===== config.mk =====
export PLATFORM = sky130hd
export DESIGN_NAME = cacheline_mem_arbiter
export DESIGN_NICKNAME = d
export VERILOG_FILES = /design/src/rtl/cacheline_mem_arbiter.sv
export SDC_FILE = /design/constraint.sdc
export NUM_CORES = 1
export LEC_CHECK = 0
export CAP_MARGIN = 20
export CELL_PAD_IN_SITES_DETAIL_PLACEMENT = 1
export CELL_PAD_IN_SITES_GLOBAL_PLACEMENT = 2
export CORE_AREA = 2 2 545 547
export CTS_CLUSTER_SIZE = 10
export DETAILED_ROUTE_END_ITERATION = 16
export DIE_AREA = 0 0 547 549
export MAX_ROUTING_LAYER = met4
export PLACE_DENSITY = 0.38
export SLEW_MARGIN = 20
export SYNTH_ARGS = -nofsm -noshare
export SYNTH_HDL_FRONTEND = slang
export SYNTH_SLANG_ARGS = --single-unit

===== constraint.sdc =====
create_clock -name clk -period 4.7 [get_ports clk]
set_input_delay 0.94 -clock clk [delete_from_list [all_inputs] [get_ports clk]]
set_output_delay 0.94 -clock clk [all_outputs]
set_load 0.02 [all_outputs]

===== src/rtl/cacheline_mem_arbiter.sv =====
// Round-robin arbiter sharing one memory line port between the I-cache and D-cache miss paths.
// The granted command is registered onto the memory port; the response is routed to the owner only.
module cacheline_mem_arbiter #(
  parameter int unsigned ADDR_WIDTH = 32,
  parameter int unsigned LINE_WIDTH = 256
) (
  input  logic                  clk,
  input  logic                  rst,
  input  logic                  icache_read,
  input  logic [ADDR_WIDTH-1:0] icache_address,
  output logic [LINE_WIDTH-1:0] icache_rdata,
  output logic                  icache_resp,
  input  logic                  dcache_read,
  input  logic                  dcache_write,
  input  logic [ADDR_WIDTH-1:0] dcache_address,
  input  logic [LINE_WIDTH-1:0] dcache_wdata,
  output logic [LINE_WIDTH-1:0] dcache_rdata,
  output logic                  dcache_resp,
  output logic                  mem_read,
  output logic                  mem_write,
  output logic [ADDR_WIDTH-1:0] mem_address,
  output logic [LINE_WIDTH-1:0] mem_wdata,
  input  logic [LINE_WIDTH-1:0] mem_rdata,
  input  logic                  mem_resp
);

  typedef enum logic [1:0] {
    IDLE = 2'd0,
    INST = 2'd1,
    DATA = 2'd2
  } state_e;

  state_e                state_q, state_d;
  logic                  last_grant_q, last_grant_d;
  logic                  cmd_read_q, cmd_read_d;
  logic                  cmd_write_q, cmd_write_d;
  logic [ADDR_WIDTH-1:0] cmd_addr_q, cmd_addr_d;
  logic [LINE_WIDTH-1:0] cmd_wdata_q, cmd_wdata_d;

  logic i_req, d_req, grant_i, grant_d;

  assign i_req = icache_read;
  assign d_req = dcache_read | dcache_write;

  // On a tie the side that did not win last time is granted (last_grant: 1 = data).
  assign grant_i = i_req & (~d_req | last_grant_q);
  assign grant_d = d_req & ~grant_i;

  always_comb begin
    state_d      = state_q;
    last_grant_d = last_grant_q;
    cmd_read_d   = cmd_read_q;
    cmd_write_d  = cmd_write_q;
    cmd_addr_d   = cmd_addr_q;
    cmd_wdata_d  = cmd_wdata_q;
    case (state_q)
      IDLE: begin
        if (grant_i) begin
          state_d      = INST;
          last_grant_d = 1'b0;
          cmd_read_d   = 1'b1;
          cmd_write_d  = 1'b0;
          cmd_addr_d   = icache_address;
        end else if (grant_d) begin
          state_d      = DATA;
          last_grant_d = 1'b1;
          cmd_read_d   = ~dcache_write;
          cmd_write_d  = dcache_write;
          cmd_addr_d   = dcache_address;
          cmd_wdata_d  = dcache_wdata;
        end
      end
      INST, DATA: begin
        if (mem_resp) begin
          state_d     = IDLE;
          cmd_read_d  = 1'b0;
          cmd_write_d = 1'b0;
        end
      end
      default: begin
        state_d     = IDLE;
        cmd_read_d  = 1'b0;
        cmd_write_d = 1'b0;
      end
    endcase
  end

  always_ff @(posedge clk) begin
    if (rst) begin
      state_q      <= IDLE;
      last_grant_q <= 1'b1;
      cmd_read_q   <= 1'b0;
      cmd_write_q  <= 1'b0;
      cmd_addr_q   <= '0;
      cmd_wdata_q  <= '0;
    end else begin
      state_q      <= state_d;
      last_grant_q <= last_grant_d;
      cmd_read_q   <= cmd_read_d;
      cmd_write_q  <= cmd_write_d;
      cmd_addr_q   <= cmd_addr_d;
      cmd_wdata_q  <= cmd_wdata_d;
    end
  end

  assign mem_read    = cmd_read_q;
  assign mem_write   = cmd_write_q;
  assign mem_address = cmd_addr_q;
  assign mem_wdata   = cmd_wdata_q;

  assign icache_resp  = mem_resp & (state_q == INST);
  assign dcache_resp  = mem_resp & (state_q == DATA);
  assign icache_rdata = mem_rdata;
  assign dcache_rdata = mem_rdata;

endmodule

==> summary.md <==
| Metric | Value |
|---|---|
| Outcome | `finished clean` |
| Most frequent cells in the layout | `614 x clkdlybuf4s50_1, 293 x dfxtp_1, 287 x nand3_1, 284 x o21ai_0, 257 x a21oi_1` |
| Count of final setup violators | `0` |
| Die width | `547 um` |
| Final std cells w/o fill | `5895` |
| Die Area | `300000 um2` |
| Via count | `14.0k` |
| Routed length per placed instance | `22.3 um` |
| RSZ-0062 raised after global routing | `no` |
| Worst-skew pair later-pin latency | `0.69 ns` |
| Setup Total Neg Slack | `0 ns` |
| Fmax | `345 MHz` |
| Vias per inst | `2.37` |
| Syn. warnings | `0` |
| Largest delay share family, worst path | `buffers and inverters` |
| WP buf/inv | `1` |
| CP Class | `reg -> out` |
| CTS resizes | `0` |
| Max-cap check violation count | `0` |
| Initial antenna violation count | `31` |
| Final worst setup slack | `1.80 ns` |
| Final hold viol count | `0` |
| Root Buffer | `clkbuf_16` |
| Layout cells sized above 1 | `0.0631` |
| Clk pin slew, worst setup/hold paths | `0.06 ns` |
| Core Area | `295000 um2` |
| Most common cell after layout, fill and taps aside | `clkdlybuf4s50_1` |
| Largest area contributor in the netlist | `dfxtp_1` |
| Pre-CTS WS | `1.13 ns` |
| Gpl congestion | `0.759` |
| Final Max Tran Viols | `0` |
| Count of different cell masters after synthesis | `33` |
| Largest net degree at the start of global routing | `136` |
| CTS tree | `built` |
| Placed Cells incl. Taps | `5801` |
| Post-Syn Area | `15300 um2` |
| Largest cells by area after synthesis | `dfxtp_1 38%, buf_4 25%, nand3_1 9.4%` |
| Crit path DAT | `1.96 ns` |
| Synthesized area per cell | `8.06 um2` |
| Synth Register Bits | `293` |
| Placement Rows | `200` |
| Post-layout net count | `2496` |
| Post-Route Utilization | `0.0809` |
| # clock sinks | `293` |
| Tightest Pin Transition | `0.890 ns` |
| Top-area cell type share of the netlist area | `0.384` |
| Lkg Pwr | `0.00689 uW` |
| Overall Global Routing Usage | `0.0861` |
| Synth Net Count | `2480` |
| Cts hold-fix bufs | `0` |
| Vias in the first global route | `14.9k` |
| Io pins | `1386` |
| Detail Route Antenna Nets | `0` |
| Cts bufs inserted | `47` |
| Peak VDD IR | `0.000244 V` |
| Largest fanout on the critical path | `2` |
| Initial cell density of the core | `0.0517` |
| DRC | `0` |
| Final period util | `0.616` |
| Worst Hold Class | `reg -> reg` |
| Slowest-stage cell, CP | `clkdlybuf4s50_1` |
| Slew Limit Headroom | `0.407` |
| Initial DRT Pass Iterations | `4` |
| Min cycle time layout | `2.90 ns` |
| Startpoint types | `flop` |
| Overall die height | `549 um` |
| Setup crit end kind | `primary output` |
| HPWL after detailed placement | `104000 um` |
| Hold_ws | `0.473 ns` |
| Clock skew | `0.0464 ns` |
| Largest buffer count on any clock path | `3` |
| CP Cell Sequence | `clkdlybuf4s50_1` |
| Critical path required time | `3.76 ns` |
| Synth-to-layout area growth | `56.4%` |
| Routed WL | `131000 um` |
| IO Port Bufs | `617` |
| Max incr delay on CP | `0.96 ns` |
| Pwr/cell area | `423 nW/um2` |
| Register area share after synthesis | `0.384` |
| First-pass GRT wire length | `165000 um` |
| Iter 0 DRT Violations | `669` |
| Post-CTS setup buffers | `0` |
| Gate Count Post-Synth | `1895` |
| Total gr overflow | `0` |
| H-tree Lvls | `2` |
layout make-up:
type | count | area (um2)
Inverter | 5 | 26.3
Clock buffer | 65 | 1360
Timing Repair Buffer | 646 | 6540
Clock inverter | 21 | 302
Antenna cell | 8 | 20.0
Sequential cell | 293 | 5870
Multi-Input combinational cell | 918 | 4830
Fill cell | 34900 | 271000
Tap cell | 3939 | 4930
report_power, final:
group          total (uW)  switching [uW]  internal [uW]
Sequential           3000             201           2800
Combinational        3120            2020           1100
Clock                3980            1630           2360
Total               10100            3840           6260
final timing paths:
check	slack (ns)	end	cells after the start	from
worst max register to register	1.99	mem_wdata[236]$_SDFFE_PP0P_	6	state_q[1]$_SDFFE_PP0P_
worst min register to register	0.47	mem_wdata[183]$_SDFFE_PP0P_	2	mem_wdata[183]$_SDFFE_PP0P_
worst max-delay path	1.80	mem_wdata[14]	1	mem_wdata[14]$_SDFFE_PP0P_
worst min-delay path	0.47	mem_wdata[183]$_SDFFE_PP0P_	2	mem_wdata[183]$_SDFFE_PP0P_
worst reg2reg max path, delay by kind of cell (launching register included):
family	cells	cell delay (ns)
flip-flops	1	0.36
AO/OA/AOI/OAI	2	0.50
adder cells (fa/ha/maj)	1	0.33
buffers and inverters	3	1.40
per-stage QoR:
step	cell area, um2	total power (uW)
after floorplan	15300	4990
after global placement	22200	6310
after detailed placement	22200	6300
after CTS	23900	10600
after global routing	23900	10800
final	23900	10100
per-layer routing:
metal / wire length (um) / GRT usage
met1: 46700 / 0.0848
met2: 49900 / 0.113
met3: 27400 / 0.0784
met4: 7250 / 0.0441
met5: 0 / -
sequential cells by signal (all words and copies together) (netlist names):
name and flops:
last_grant_q 1, mem_address 32, mem_read 1, mem_wdata 256, mem_write 1, state_q 2
Yosys cell counts, drive strengths merged:
master / number
a21oi: 258
a22o: 2
a2bb2oi: 1
a311oi: 31
a32o: 2
and2: 2
buf: 604
clkbuf: 75
dfxtp: 293
ha: 3
inv: 5
nand2: 1
nand2b: 1
nand3: 287
nor2: 32
nor3: 1
nor3b: 1
nor4: 1
o21ai: 289
o21ba: 1
o21bai: 1
o2bb2ai: 1
o31a: 1
o32ai: 1
or4b: 1
logic make-up after synthesis:
logic type | synth area share
compound gates | 0.206
fa+ha+maj | 0.00246
simple gates | 0.106
flops | 0.384
buf+inv | 0.301
No activity file was read; power rests on OpenSTA's default activity.
==> edit, RTL diff (config.mk and constraints unchanged) <==
Add an input register stage for `mem_rdata`, cleared by the reset; this delays it by one clock. The other inputs are not delayed to match.
--- a/src/rtl/cacheline_mem_arbiter.sv
+++ b/src/rtl/cacheline_mem_arbiter.sv
@@ -31,2 +31,12 @@
   } state_e;
+
+  logic [LINE_WIDTH-1:0] mem_rdata_q;
+
+  always_ff @(posedge clk) begin
+    if (rst) begin
+      mem_rdata_q <= '0;
+    end else begin
+      mem_rdata_q <= mem_rdata;
+    end
+  end
 
@@ -112,4 +122,4 @@
   assign dcache_resp  = mem_resp & (state_q == DATA);
-  assign icache_rdata = mem_rdata;
-  assign dcache_rdata = mem_rdata;
+  assign icache_rdata = mem_rdata_q;
+  assign dcache_rdata = mem_rdata_q;
 
Check against the original RTL: not equivalent (a bounded check fails within 4 cycles, from zero or initial values and one cycle with rst high).
==> edit against the unedited design <==
- sequential cell count increased by 256
- maximum frequency is 20% lower
- sequential power rose by 82%
- area after synthesis grew 33%
- count of clock-buffer cells in the layout up 63
- total power grew 66%
- clock skew is 12 ps higher
- routed wire length grew 43%
- setup slack lost 740 ps
- sequential share of layout area increased by 2.9 points
- design area increased by 68%
==> edit: results (changes against the unedited design) <==
initial DRC count 822 (was 669); CP arrival 2700 ps (was 1960 ps); nets@finish 3848 (was 2496); R2R cell count 7 (was 6); ys flop type dfxtp_1 (unchanged); reg2reg start state_q[0]$_SDFFE_PP0P_ (was state_q[1]$_SDFFE_PP0P_); synth top area cells dfxtp_1 54%, buf_4 10%, nor2b_1 7.9%, nand3_1 7.0%, a21oi_1 6.3% (was dfxtp_1 38%, buf_4 25%, nand3_1 9.4%, o21ai_0 9.3%, a21oi_1 8.4%); P_leak 13.3 nW (was 6.89 nW); clock buffer depth 4 (was 3); CTS buffer count 90 (was 47); Internal Dissipation 0.0112 W (was 0.00626 W); detailed-placement wirelength estimate 156000 um (was 104000 um); vias in the first global route 22100 (was 14900); Placer Congestion 0.853 (was 0.759); initial antenna violation count 152 (was 31); Comb power frac 0.258 (was 0.308); reg2reg setup slack 2130 ps (was 1990 ps); GRT Total Usage 0.123 (was 0.0861); H-tree levels 3 (was 2); Max FO, Critical Path 3 (was 2); DRT Pass-1 Iters 5 (was 4); share of cells above drive strength 1 0.0629 (was 0.0631); Clk. pwr 0.00700 W (was 0.00398 W); Slew @ Worst Pin 841 ps (was 890 ps); Post-synth top cells 549 x dfxtp_1, 286 x nand3_1, 275 x buf_4, 257 x a21oi_1, 257 x nor2b_1 (was 514 x buf_4, 293 x dfxtp_1, 287 x nand3_1, 284 x o21ai_0, 257 x a21oi_1); Max VDD drop 292 uV (was 244 uV); wire length per cell 25.7 um (was 22.3 um); first-pass GRT wire length 238000 um (was 165000 um); IO buf count 1385 (was 617); Worst-Skew Late Latency 820 ps (was 690 ps); status finished, final reports clean (unchanged); syn nets 2769 (was 2480); Hold WS 478 ps (was 473 ps); Yosys cell types 32 (was 33); Worst Min Path Start mem_wdata[18]$_SDFFE_PP0P_ (was mem_wdata[183]$_SDFFE_PP0P_); Worst Hold Path EP mem_wdata[18]$_SDFFE_PP0P_ (was mem_wdata[183]$_SDFFE_PP0P_); total number of vias 21100 (was 14000); largest net degree at the start of global routing 122 (was 136); worst flop-to-flop path endpoint mem_wdata[242]$_SDFFE_PP0P_ (was mem_wdata[236]$_SDFFE_PP0P_); post-route clock skew 58.3 ps (was 46.4 ps); number of synthesized flops with an enable pin 0 (unchanged); register area share after synthesis 0.541 (was 0.384)
edit: changes by cell type after synthesis, sizes merged, moves of 3 or more:
cell | before | now
buf | 604 | 366
dfxtp | 293 | 549
clkbuf | 75 | 87
nor2 | 32 | 35
nor2b | 0 | 257
edit: final cells by class:
cell class                      count  area [um2]
Clock buffer                      128        2580
Inverter                            5        18.8
Antenna cell                       51         128
Tap cell                         3939        4930
Multi-Input combinational cell   1177        6490
Fill cell                       34300      255000
Timing Repair Buffer             1440       14500
Sequential cell                   549       11000
Clock inverter                     24         377
edit: per-stage QoR:
step	instance area, um2	utilization	setup slack, ps	cells	total power [W]
floorplan	20300	-	2600	2184	0.00738
global placement	37000	0.125	1030	7110	0.0100
detailed placement	37000	0.125	1010	7110	0.0100
CTS	39900	0.135	1010	7262	0.0173
global route	40000	0.136	1040	7302	0.0177
finish	40100	0.136	1060	7313	0.0168
edit: worst max path at each step:
stage,from,depth (start not counted),end
final,mem_resp,3,dcache_resp
after CTS,mem_resp,3,dcache_resp
after detailed placement,mem_resp,3,dcache_resp
after global placement,mem_resp,3,dcache_resp
after floorplan,mem_resp,1,dcache_resp
after global routing,mem_resp,3,dcache_resp
edit: logic make-up (layout without fill, tap and decap cells):
group                    count (synthesis)  after routing  synth area share
flip-flops                             549            549             0.541
AND/OR/NAND/NOR                        585            585             0.159
other                                    0             51                 0
AO/OA/AOI/OAI                          589            589             0.157
adder cells (fa/ha/maj)                  3              3           0.00185
buffers and inverters                  458           1597             0.141
edit: per-layer routing:
layer,vias to the layer above,share of wire,global-route usage
met5,-,0,-
met4,0,0.025,0.0257
met3,342,0.094,0.0506
met2,1180,0.48,0.206
met1,10100,0.40,0.138
li1,9423,-,-
edit: critical path: stages:
cell,delay [ps]
clkdlybuf4s50_1,850
and2_1,270
clkdlybuf4s50_1,620
